--- config.mk ---
export PLATFORM = sky130hd
export DESIGN_NAME = rpn_stack_engine
export DESIGN_NICKNAME = d
export VERILOG_FILES = /design/src/rtl/rpn_pkg.sv /design/src/rtl/rpn_stack_regfile.sv /design/src/rtl/rpn_stack_engine.sv
export SDC_FILE = /design/constraint.sdc
export NUM_CORES = 1
export LEC_CHECK = 0
export CAP_MARGIN = 20
export CELL_PAD_IN_SITES_DETAIL_PLACEMENT = 1
export CELL_PAD_IN_SITES_GLOBAL_PLACEMENT = 1
export CORE_UTILIZATION = 41
export DETAILED_ROUTE_END_ITERATION = 7
export GPL_ROUTABILITY_DRIVEN = 0
export GPL_TIMING_DRIVEN = 1
export PLACE_DENSITY_LB_ADDON = 0.25
export REMOVE_ABC_BUFFERS = 1
export SLEW_MARGIN = 20
export SYNTH_ARGS = -nofsm -noshare
export SYNTH_HDL_FRONTEND = slang
export SYNTH_SLANG_ARGS = --single-unit
--- constraint.sdc ---
create_clock -name clk -period 2.6 [get_ports clk]
set_input_delay 0.26 -clock clk [delete_from_list [all_inputs] [get_ports clk]]
set_output_delay 0.26 -clock clk [all_outputs]
set_load 0.005 [all_outputs]
--- src/rtl/rpn_pkg.sv ---
// Shared opcode encodings and sizing helper for the RPN stack engine
// and the calculator controller.
package rpn_pkg;

   typedef enum logic [2:0] {
      OP_NOP    = 3'd0,
      OP_PUSH   = 3'd1,
      OP_POP    = 3'd2,
      OP_PEEK   = 3'd3,
      OP_DUP    = 3'd4,
      OP_SWAP   = 3'd5,
      OP_REDUCE = 3'd6,
      OP_CLEAR  = 3'd7
   } op_t;

   function automatic int clog2(input int value);
      int res;
      int v;
      res = 0;
      v   = value - 1;
      while (v > 0) begin
         res = res + 1;
         v   = v >> 1;
      end
      return res;
   endfunction

endpackage

--- src/rtl/rpn_stack_regfile.sv ---
// Stack storage: two write ports and two combinational read ports (top, next).
// Contents are deliberately not reset.
module rpn_stack_regfile #(
   parameter int DATA_WIDTH = 4,
   parameter int DEPTH      = 8,
   parameter int AW         = 3
) (
   input  logic                  clk,
   input  logic                  we_a,
   input  logic [AW-1:0]         addr_a,
   input  logic [DATA_WIDTH-1:0] wdata_a,
   input  logic                  we_b,
   input  logic [AW-1:0]         addr_b,
   input  logic [DATA_WIDTH-1:0] wdata_b,
   input  logic [AW-1:0]         raddr_top,
   input  logic [AW-1:0]         raddr_next,
   output logic [DATA_WIDTH-1:0] rdata_top,
   output logic [DATA_WIDTH-1:0] rdata_next
);

   logic [DATA_WIDTH-1:0] mem [DEPTH];

   always_ff @(posedge clk) begin
      if (we_a) mem[addr_a] <= wdata_a;
      if (we_b) mem[addr_b] <= wdata_b;
   end

   assign rdata_top  = mem[raddr_top];
   assign rdata_next = mem[raddr_next];

endmodule

--- src/rtl/rpn_stack_engine.sv ---
// LIFO operand stack for an RPN calculator: push/pop/peek/dup/swap/reduce/clear
// with sticky overflow/underflow error flag.
module rpn_stack_engine
   import rpn_pkg::*;
#(
   parameter int  DATA_WIDTH = 4,
   parameter int  DEPTH      = 8,
   localparam int CNT_WIDTH  = clog2(DEPTH + 1)
) (
   input  logic                  clk,
   input  logic                  rst_n,
   input  logic                  op_valid,
   input  logic [2:0]            op,
   input  logic [DATA_WIDTH-1:0] data_in,
   output logic [DATA_WIDTH-1:0] data_out,
   output logic                  out_valid,
   output logic [DATA_WIDTH-1:0] top,
   output logic [DATA_WIDTH-1:0] next,
   output logic [CNT_WIDTH-1:0]  count,
   output logic                  empty,
   output logic                  full,
   output logic                  err,
   input  logic                  err_clr
);

   localparam int AW = clog2(DEPTH);
   localparam logic [CNT_WIDTH-1:0] FULL_CNT = CNT_WIDTH'(DEPTH);
   localparam logic [CNT_WIDTH-1:0] ONE_C    = CNT_WIDTH'(1);
   localparam logic [CNT_WIDTH-1:0] TWO_C    = CNT_WIDTH'(2);
   localparam logic [AW-1:0]        ONE_A    = AW'(1);
   localparam logic [AW-1:0]        TWO_A    = AW'(2);

   logic [CNT_WIDTH-1:0]  cnt, cnt_nxt;
   logic [AW-1:0]         cnt_lo, tidx, nidx;
   logic [DATA_WIDTH-1:0] rd_top, rd_next;
   logic                  we_a, we_b, new_err, ld_out;
   logic [AW-1:0]         addr_a, addr_b;
   logic [DATA_WIDTH-1:0] wdata_a, wdata_b;

   // Address arithmetic is done modulo the array size; slots below zero are never used unmasked.
   assign cnt_lo = cnt[AW-1:0];
   assign tidx   = cnt_lo - ONE_A;
   assign nidx   = cnt_lo - TWO_A;

   rpn_stack_regfile #(
      .DATA_WIDTH (DATA_WIDTH),
      .DEPTH      (DEPTH),
      .AW         (AW)
   ) u_regfile (
      .clk        (clk),
      .we_a       (we_a),
      .addr_a     (addr_a),
      .wdata_a    (wdata_a),
      .we_b       (we_b),
      .addr_b     (addr_b),
      .wdata_b    (wdata_b),
      .raddr_top  (tidx),
      .raddr_next (nidx),
      .rdata_top  (rd_top),
      .rdata_next (rd_next)
   );

   assign empty = (cnt == '0);
   assign full  = (cnt == FULL_CNT);
   assign count = cnt;
   assign top   = (cnt >= ONE_C) ? rd_top  : '0;
   assign next  = (cnt >= TWO_C) ? rd_next : '0;

   always_comb begin
      cnt_nxt = cnt;
      we_a    = 1'b0;
      we_b    = 1'b0;
      addr_a  = cnt_lo;
      addr_b  = nidx;
      wdata_a = data_in;
      wdata_b = rd_top;
      new_err = 1'b0;
      ld_out  = 1'b0;
      if (op_valid) begin
         case (op_t'(op))
            OP_PUSH: begin
               if (full) new_err = 1'b1;
               else begin
                  we_a    = 1'b1;
                  cnt_nxt = cnt + ONE_C;
               end
            end
            OP_POP: begin
               if (empty) new_err = 1'b1;
               else begin
                  ld_out  = 1'b1;
                  cnt_nxt = cnt - ONE_C;
               end
            end
            OP_PEEK: begin
               if (empty) new_err = 1'b1;
               else ld_out = 1'b1;
            end
            OP_DUP: begin
               if (full || empty) new_err = 1'b1;
               else begin
                  we_a    = 1'b1;
                  wdata_a = rd_top;
                  cnt_nxt = cnt + ONE_C;
               end
            end
            OP_SWAP: begin
               if (cnt < TWO_C) new_err = 1'b1;
               else begin
                  we_a    = 1'b1;
                  addr_a  = tidx;
                  wdata_a = rd_next;
                  we_b    = 1'b1;
               end
            end
            OP_REDUCE: begin
               if (cnt < TWO_C) new_err = 1'b1;
               else begin
                  we_a    = 1'b1;
                  addr_a  = nidx;
                  cnt_nxt = cnt - ONE_C;
               end
            end
            OP_CLEAR: cnt_nxt = '0;
            default: ;
         endcase
      end
   end

   always_ff @(posedge clk or negedge rst_n) begin
      if (!rst_n) begin
         cnt       <= '0;
         data_out  <= '0;
         out_valid <= 1'b0;
         err       <= 1'b0;
      end else begin
         cnt       <= cnt_nxt;
         out_valid <= ld_out;
         if (ld_out) data_out <= rd_top;
         if (new_err)      err <= 1'b1;
         else if (err_clr) err <= 1'b0;
      end
   end

endmodule

==> results.py, run 1 <==
metrics = {
    "outcome": {
        "status": "finished, final reports clean",
    },
    "critical_path": {
        "r2r_start": "count[0]$_DFFE_PN0P_",
        "regToRegSetupSlack_ns": 0.17,
        "cp-end-kind": "output pin",
        "cp.required_ns": 2.34,
        "cp_max_fo": 5,
        "start_kind": "flip-flop",
        "crit_start": "count[1]$_DFFE_PN0P_",
        "reg2reg_depth": 7,
        "cp-endpoint": "next[1]",
        "criticalPathCategory": "reg -> out",
        "rr_endpoint": "u_regfile.mem[0][0]$_DFFE_PP_",
        "critPathArrivalTime_ns": 2.27,
    },
    "cells_and_area": {
        "nets": 351,
        "diodes": 0,
        "finalCoreUtilization_pct": 53.02,
        "syn2layout_area_growth_pct": 25.49,
        "layout-drive-gt1-share_pct": 25.00,
        "fin_cells": 431,
    },
    "min_path": {
        "worstHoldPathType": "in -> async",
    },
    "placed_design": {
        "place_inst": 420,
        "place_hpwl_mm": 7.443,
        "dp_slack_ns": -0.05571,
        "port_buffers": 30,
    },
    "synthesis": {
        "synth_area_per_cell_sq_um": 11.12,
        "synth_most_common_cell": "o22ai_1",
        "synth-seq-area-share_pct": 39.74,
        "synth_area_sq_um": 3048,
        "async_reset_ff_share_pct": 23.81,
        "synth_top_cells_by_area": "edfxtp_1 (32%), mux4_2 (8.9%), dfrtp_1 (8.2%), o22ai_1 (6.8%), mux2i_1 (5.6%)",
        "synthTopCellsByCount": "o22ai_1 (33), edfxtp_1 (32), nor2_1 (30)",
        "synth_cells": 274,
        "synth_warnings": 0,
        "synth_top_area_share_pct": 31.53,
        "ys.flop_type": "edfxtp_1",
        "synth_edf_count": 32,
        "synth_cell_types": 57,
        "ys_ff_latch": 42,
        "yosys.area.top_type": "edfxtp_1",
    },
    "clocking": {
        "clk_pin_slew_ns": 0.10,
        "cts-root-buf": "clkbuf_8",
        "ctsHtreeMaxLevel": 2,
        "insertion_delay_ns": 0.31,
        "clock_tree.buffer_depth": 2,
        "cts_buffers": 5,
        "cts_tree": "built",
        "cts.sinks": 42,
        "hold_buffers": 0,
    },
    "timing": {
        "rsz0062_at_grt": "no",
        "skew_ns": 0.008780,
        "timing.hold.ws_ns": 0.2979,
        "tightest_slew_ns": 0.9387,
        "fin_ws_ns": 0.07013,
        "clock.fmax_ghz": 0.3953,
        "fin_setup_tns_ns": 0,
        "setup_viol": 0,
        "slew_headroom_pct": 36.90,
        "timing.final.crit_period_ns": 2.530,
        "drv_slew": 0,
        "timing.final.crit_share_pct": 97.30,
        "finalHoldViolCount": 0,
    },
    "run": {
        "maxCapViolCount": 0,
    },
    "power": {
        "leakage_nw": 1.429,
        "seqPwrFrac_pct": 18.7,
        "switching_share_pct": 42.87,
        "ir_drop_mv": 0.6008,
        "combinationalPowerShare_pct": 71.7,
        "p_int_mw": 2.808,
        "p_switching_mw": 2.107,
        "power_density_nw_per_um2": 1285,
        "p_clk_share_pct": 9.6,
    },
    "global_routing": {
        "grt_pass1_vias": 2579,
        "grt_pass1_wl_mm": 14.78,
        "grt_max_degree": 24,
        "grt_usage_pct": 26.17,
        "antenna_found_initial": 0,
        "grt_remaining_overflow": 0,
    },
    "floorplanning": {
        "die_area_sq_um": 7783,
        "dieWidth_um": 88.22,
        "die_h_um": 88.22,
        "num_rows": 31,
        "start_util_pct": 42.25,
        "io_pins": 31,
        "core-area_sq_um": 7214,
    },
    "detailed_routing": {
        "drc_errors": 0,
        "drt-total-wl_mm": 9.579,
        "via_count": 2632,
        "dr.pass1.iters": 5,
        "postRouteAntennaNets": 0,
        "wire_per_inst_um": 22.23,
        "drt_iter0_markers": 152,
        "viasPerCell": 6.107,
    },
}
[how the worst min path moves through the flow]
stage,startpoint,to,slack (ns)
floorplan,rst_n,count[0]$_DFFE_PN0P_,-0.04
global placement,err$_DFFE_PN0P_,err$_DFFE_PN0P_,0.48
detailed placement,err$_DFFE_PN0P_,err$_DFFE_PN0P_,0.49
CTS,rst_n,count[3]$_DFFE_PN0P_,0.31
global route,rst_n,count[3]$_DFFE_PN0P_,0.33
finish,rst_n,count[3]$_DFFE_PN0P_,0.30
[power groups by stage]
stage / sequential [mW] / clock, mW / combinational, mW
after floorplan: 1.06 / 0 / 1.66
after global placement: 0.926 / 0 / 3.28
after detailed placement: 0.925 / 0 / 3.31
after CTS: 0.916 / 0.479 / 3.42
after global routing: 0.930 / 0.496 / 3.75
final: 0.921 / 0.471 / 3.52
[layer usage]
metal,share of wire [%],global-route usage [%],up-vias
met3,8.0,4.664,16
met5,0,0,-
met4,1.6,5.572,0
li1,-,-,1182
met2,48,42.52,132
met1,43,36.80,1302
[per-stage QoR]
stage	power, mW	area, sq um
6_report	4.915	3825
5_1_grt	5.175	3825
4_1_cts	4.812	3764
3_5_place_dp	4.235	3632
3_3_place_gp	4.207	3632
2_1_floorplan	2.728	2923
[cells in the final DEF (no fill, tap or decap), drive strengths merged, types with 2 or more instances in the layout]
cell type       n
o31ai           4
or3             2
xnor2           2
or4             2
clkbuf          5
edfxtp         32
mux4           12
a31oi           2
a22o            2
xor2            2
nor3            4
nor4            2
clkdlybuf4s50  24
mux2i          21
inv             7
a22oi           2
and2           12
ha              9
nand2          17
a21oi           7
nor2           30
a2bb2oi         4
dfrtp          10
buf            41
o21bai          6
o22ai          33
o21ai           8
nor2b           4
dlymetal6s2s    6
nand2b          3
[cells by family (layout without fill, tap and decap cells)]
group	after synthesis	after routing	synth area share [%]
AOI/OAI and AO/OA	77	77	18.06
xor gates and xnor gates	4	4	1.765
adders and majority gates	9	9	3.695
buffers and inverters	26	84	4.720
DFF	42	42	39.74
muxes	33	33	17.41
and+or+nand+nor	83	83	14.61
[layout make-up]
class | instances | area, sq um
clock buffer | 5 | 68.82
clock inverter | 3 | 28.78
fill | 816 | 3390
inverter | 5 | 18.77
multi-input combinational | 206 | 1720
sequential | 42 | 1212
tap | 99 | 123.9
timing repair buffer | 71 | 651.9
[flip-flops by register name, summed over array words and instances (netlist names)]
signal / cells
u_regfile.mem: 32
err: 1
count: 4
data_out: 4
out_valid: 1
[worst max-delay path, cell delays in order (launching register included)]
cell and delay (ns):
dfrtp_1 0.39, inv_2 0.08, buf_4 0.18, ha_4 0.33, mux4_2 0.32, nor2_1 0.15, clkdlybuf4s50_1 0.52
[repair_timing]
action / 4_1_cts / 5_1_grt
endpoints found under the setup margin: 8 / 8
setup buffers: 0 / 3
gates resized for setup: 7 / 10
pin swaps: 0 / 2
(Power assumes the default switching activity.)
==> run 2, diff against run 1 <==
--- a/config.mk
+++ b/config.mk
@@ -5,10 +5,8 @@
 export SDC_FILE = /design/constraint.sdc
 export NUM_CORES = 1
 export LEC_CHECK = 0
-export CAP_MARGIN = 20
-export CELL_PAD_IN_SITES_DETAIL_PLACEMENT = 1
-export CELL_PAD_IN_SITES_GLOBAL_PLACEMENT = 1
-export CORE_UTILIZATION = 41
+export CORE_UTILIZATION = 42
+export CTS_BUF_LIST = sky130_fd_sc_hd__clkbuf_8
 export DETAILED_ROUTE_END_ITERATION = 7
 export GPL_ROUTABILITY_DRIVEN = 0
 export GPL_TIMING_DRIVEN = 1
==> run 2 against run 1 <==
- sequential power down 1%
- die area down 2.3%
- worst hold slack worse by 0.022 ns
- critical path depth up 1
- largest cell class unchanged
==> results.py, run 2 (synthesis results as in run 1) <==
metrics = {
    "outcome": {
        "status": "finished, final reports clean",
    },
    "cells_and_area": {
        "stdcell_area_sq_um": 3834,
        "diodes": 0,
        "top_register": "u_regfile.mem",
        "multi_input_area_sq_um": 1728,
        "nets": 351,
        "largest_register_ffs": 32,
        "fin_cells": 428,
        "final_cell_mix": "buf_4 (37), o22ai_1 (33), edfxtp_1 (32), nor2_1 (29), clkdlybuf4s50_1 (27)",
        "fillers": 596,
        "syn2layout_area_growth_pct": 25.78,
        "layout-drive-gt1-share_pct": 25.60,
        "seqCellArea_sq_um": 1212,
        "final_common_cell": "buf_4",
    },
    "placed_design": {
        "placed_cell_area_sq_um": 3603,
        "dp_slack_ns": 0.02121,
        "place_inst": 412,
        "port_buffers": 30,
        "place_hpwl_mm": 6.112,
    },
    "timing": {
        "fin_ws_ns": 0.03904,
        "timing.hold.ws_ns": 0.2757,
        "rsz0062_at_grt": "yes",
        "timing.final.crit_period_ns": 2.561,
        "finalHoldViolCount": 0,
        "setup_viol": 0,
        "slew_headroom_pct": 67.01,
        "tightest_slew_ns": 0.4933,
        "clock.fmax_ghz": 0.3905,
        "timing.final.crit_share_pct": 98.50,
        "skew_ns": 0.01216,
        "drv_slew": 0,
    },
    "critical_path": {
        "start_kind": "flip-flop",
        "critPathArrivalTime_ns": 2.30,
        "crit_start": "count[1]$_DFFE_PN0P_",
        "rr_endpoint": "u_regfile.mem[7][1]$_DFFE_PP_",
        "regToRegSetupSlack_ns": 0.21,
        "cp_max_fo": 4,
        "criticalPathCategory": "reg -> out",
        "cp-end-kind": "output pin",
        "cp.required_ns": 2.34,
        "r2r_start": "count[1]$_DFFE_PN0P_",
        "reg2reg_depth": 9,
    },
    "global_routing": {
        "antenna_found_initial": 0,
        "grt_max_degree": 30,
        "grt_pass1_vias": 2381,
        "grt_usage_pct": 23.62,
        "grt_pass1_wl_mm": 13.21,
        "grt_remaining_overflow": 0,
    },
    "clocking": {
        "clk_pin_slew_ns": 0.10,
        "cts_buffers": 5,
        "cts.sinks": 42,
        "cts-root-buf": "clkbuf_8",
        "hold_buffers": 0,
        "clock_tree.buffer_depth": 2,
        "ctsHtreeMaxLevel": 2,
        "insertion_delay_ns": 0.31,
        "cts_tree": "built",
    },
    "floorplanning": {
        "io_pins": 31,
        "core-area_sq_um": 6907,
        "num_rows": 30,
        "die_area_sq_um": 7601,
        "die_h_um": 87.19,
        "dieWidth_um": 87.19,
        "start_util_pct": 44.13,
    },
    "detailed_routing": {
        "drc_errors": 0,
        "drt_iter0_markers": 219,
        "dr.pass1.iters": 5,
        "wire_per_inst_um": 19.37,
        "via_count": 2500,
        "postRouteAntennaNets": 0,
        "drt-total-wl_mm": 8.292,
        "viasPerCell": 5.841,
    },
    "power": {
        "ir_drop_mv": 1.089,
        "leakage_nw": 1.395,
        "power_density_nw_per_um2": 1299,
    },
    "run": {
        "maxCapViolCount": 0,
    },
    "min_path": {
        "worstHoldPathType": "in -> async",
    },
}
[run 2: cell count changes in the layout (fill, tap and decap cells not counted), sizes merged]
cell           before  now
dlymetal6s2s        6    3
clkdlybuf4s50      24   27
[run 2: power by group]
group / total (mW) / switching, mW / internal (mW)
clock network: 0.467 / 0.266 / 0.201
logic: 3.61 / 1.73 / 1.87
registers: 0.908 / 0.0685 / 0.839
[run 2: stage by stage]
stage               total power [mW]  setup TNS, ns  util [%]
floorplan                      2.728         -25.72         -
global placement               4.128              0     52.17
detailed placement             4.132              0     52.17
CTS                            4.743              0     54.17
global route                   5.279       -0.08558     55.51
finish                         4.981              0     55.51
[run 2: worst max path at each step]
stage	endpoint	slack, ns	depth (start not counted)
2_1_floorplan	u_regfile.mem[1][0]$_DFFE_PP_	-0.72	7
3_3_place_gp	u_regfile.mem[1][1]$_DFFE_PP_	0.02	7
3_5_place_dp	u_regfile.mem[0][0]$_DFFE_PP_	0.02	7
4_1_cts	top[1]	0.02	6
5_1_grt	top[2]	-0.04	7
6_report	top[2]	0.04	7
[run 2: final cells by class]
type	instances	share of cell area, %
Sequential cell	42	31.63
Multi-Input combinational cell	206	45.07
Clock inverter	3	0.7507
Clock buffer	5	1.795
Inverter	5	0.4896
Tap cell	96	3.133
Timing Repair Buffer	71	17.13
[run 2: repair_timing]
item                       4_1_cts  5_1_grt
setup endpoints to repair        8        7
buffers inserted                 1        7
pin swaps                        1        1
resized for setup                5       10
[run 2: worst max-delay path, stage by stage (launching register included)]
cell and delay (ns):
dfrtp_1 0.41, inv_2 0.14, ha_4 0.23, buf_4 0.17, mux4_2 0.31, mux2i_4 0.21
nor2_1 0.08, clkdlybuf4s50_1 0.45
[run 2: routing by layer]
layer  vias up  GRT usage, %  routed length (um)
li1       1172             -                   -
met4         0         7.899                 156
met5         -             0                   0
met2       120         35.72                3820
met1      1197         33.07                3439
met3        11         6.161                 876
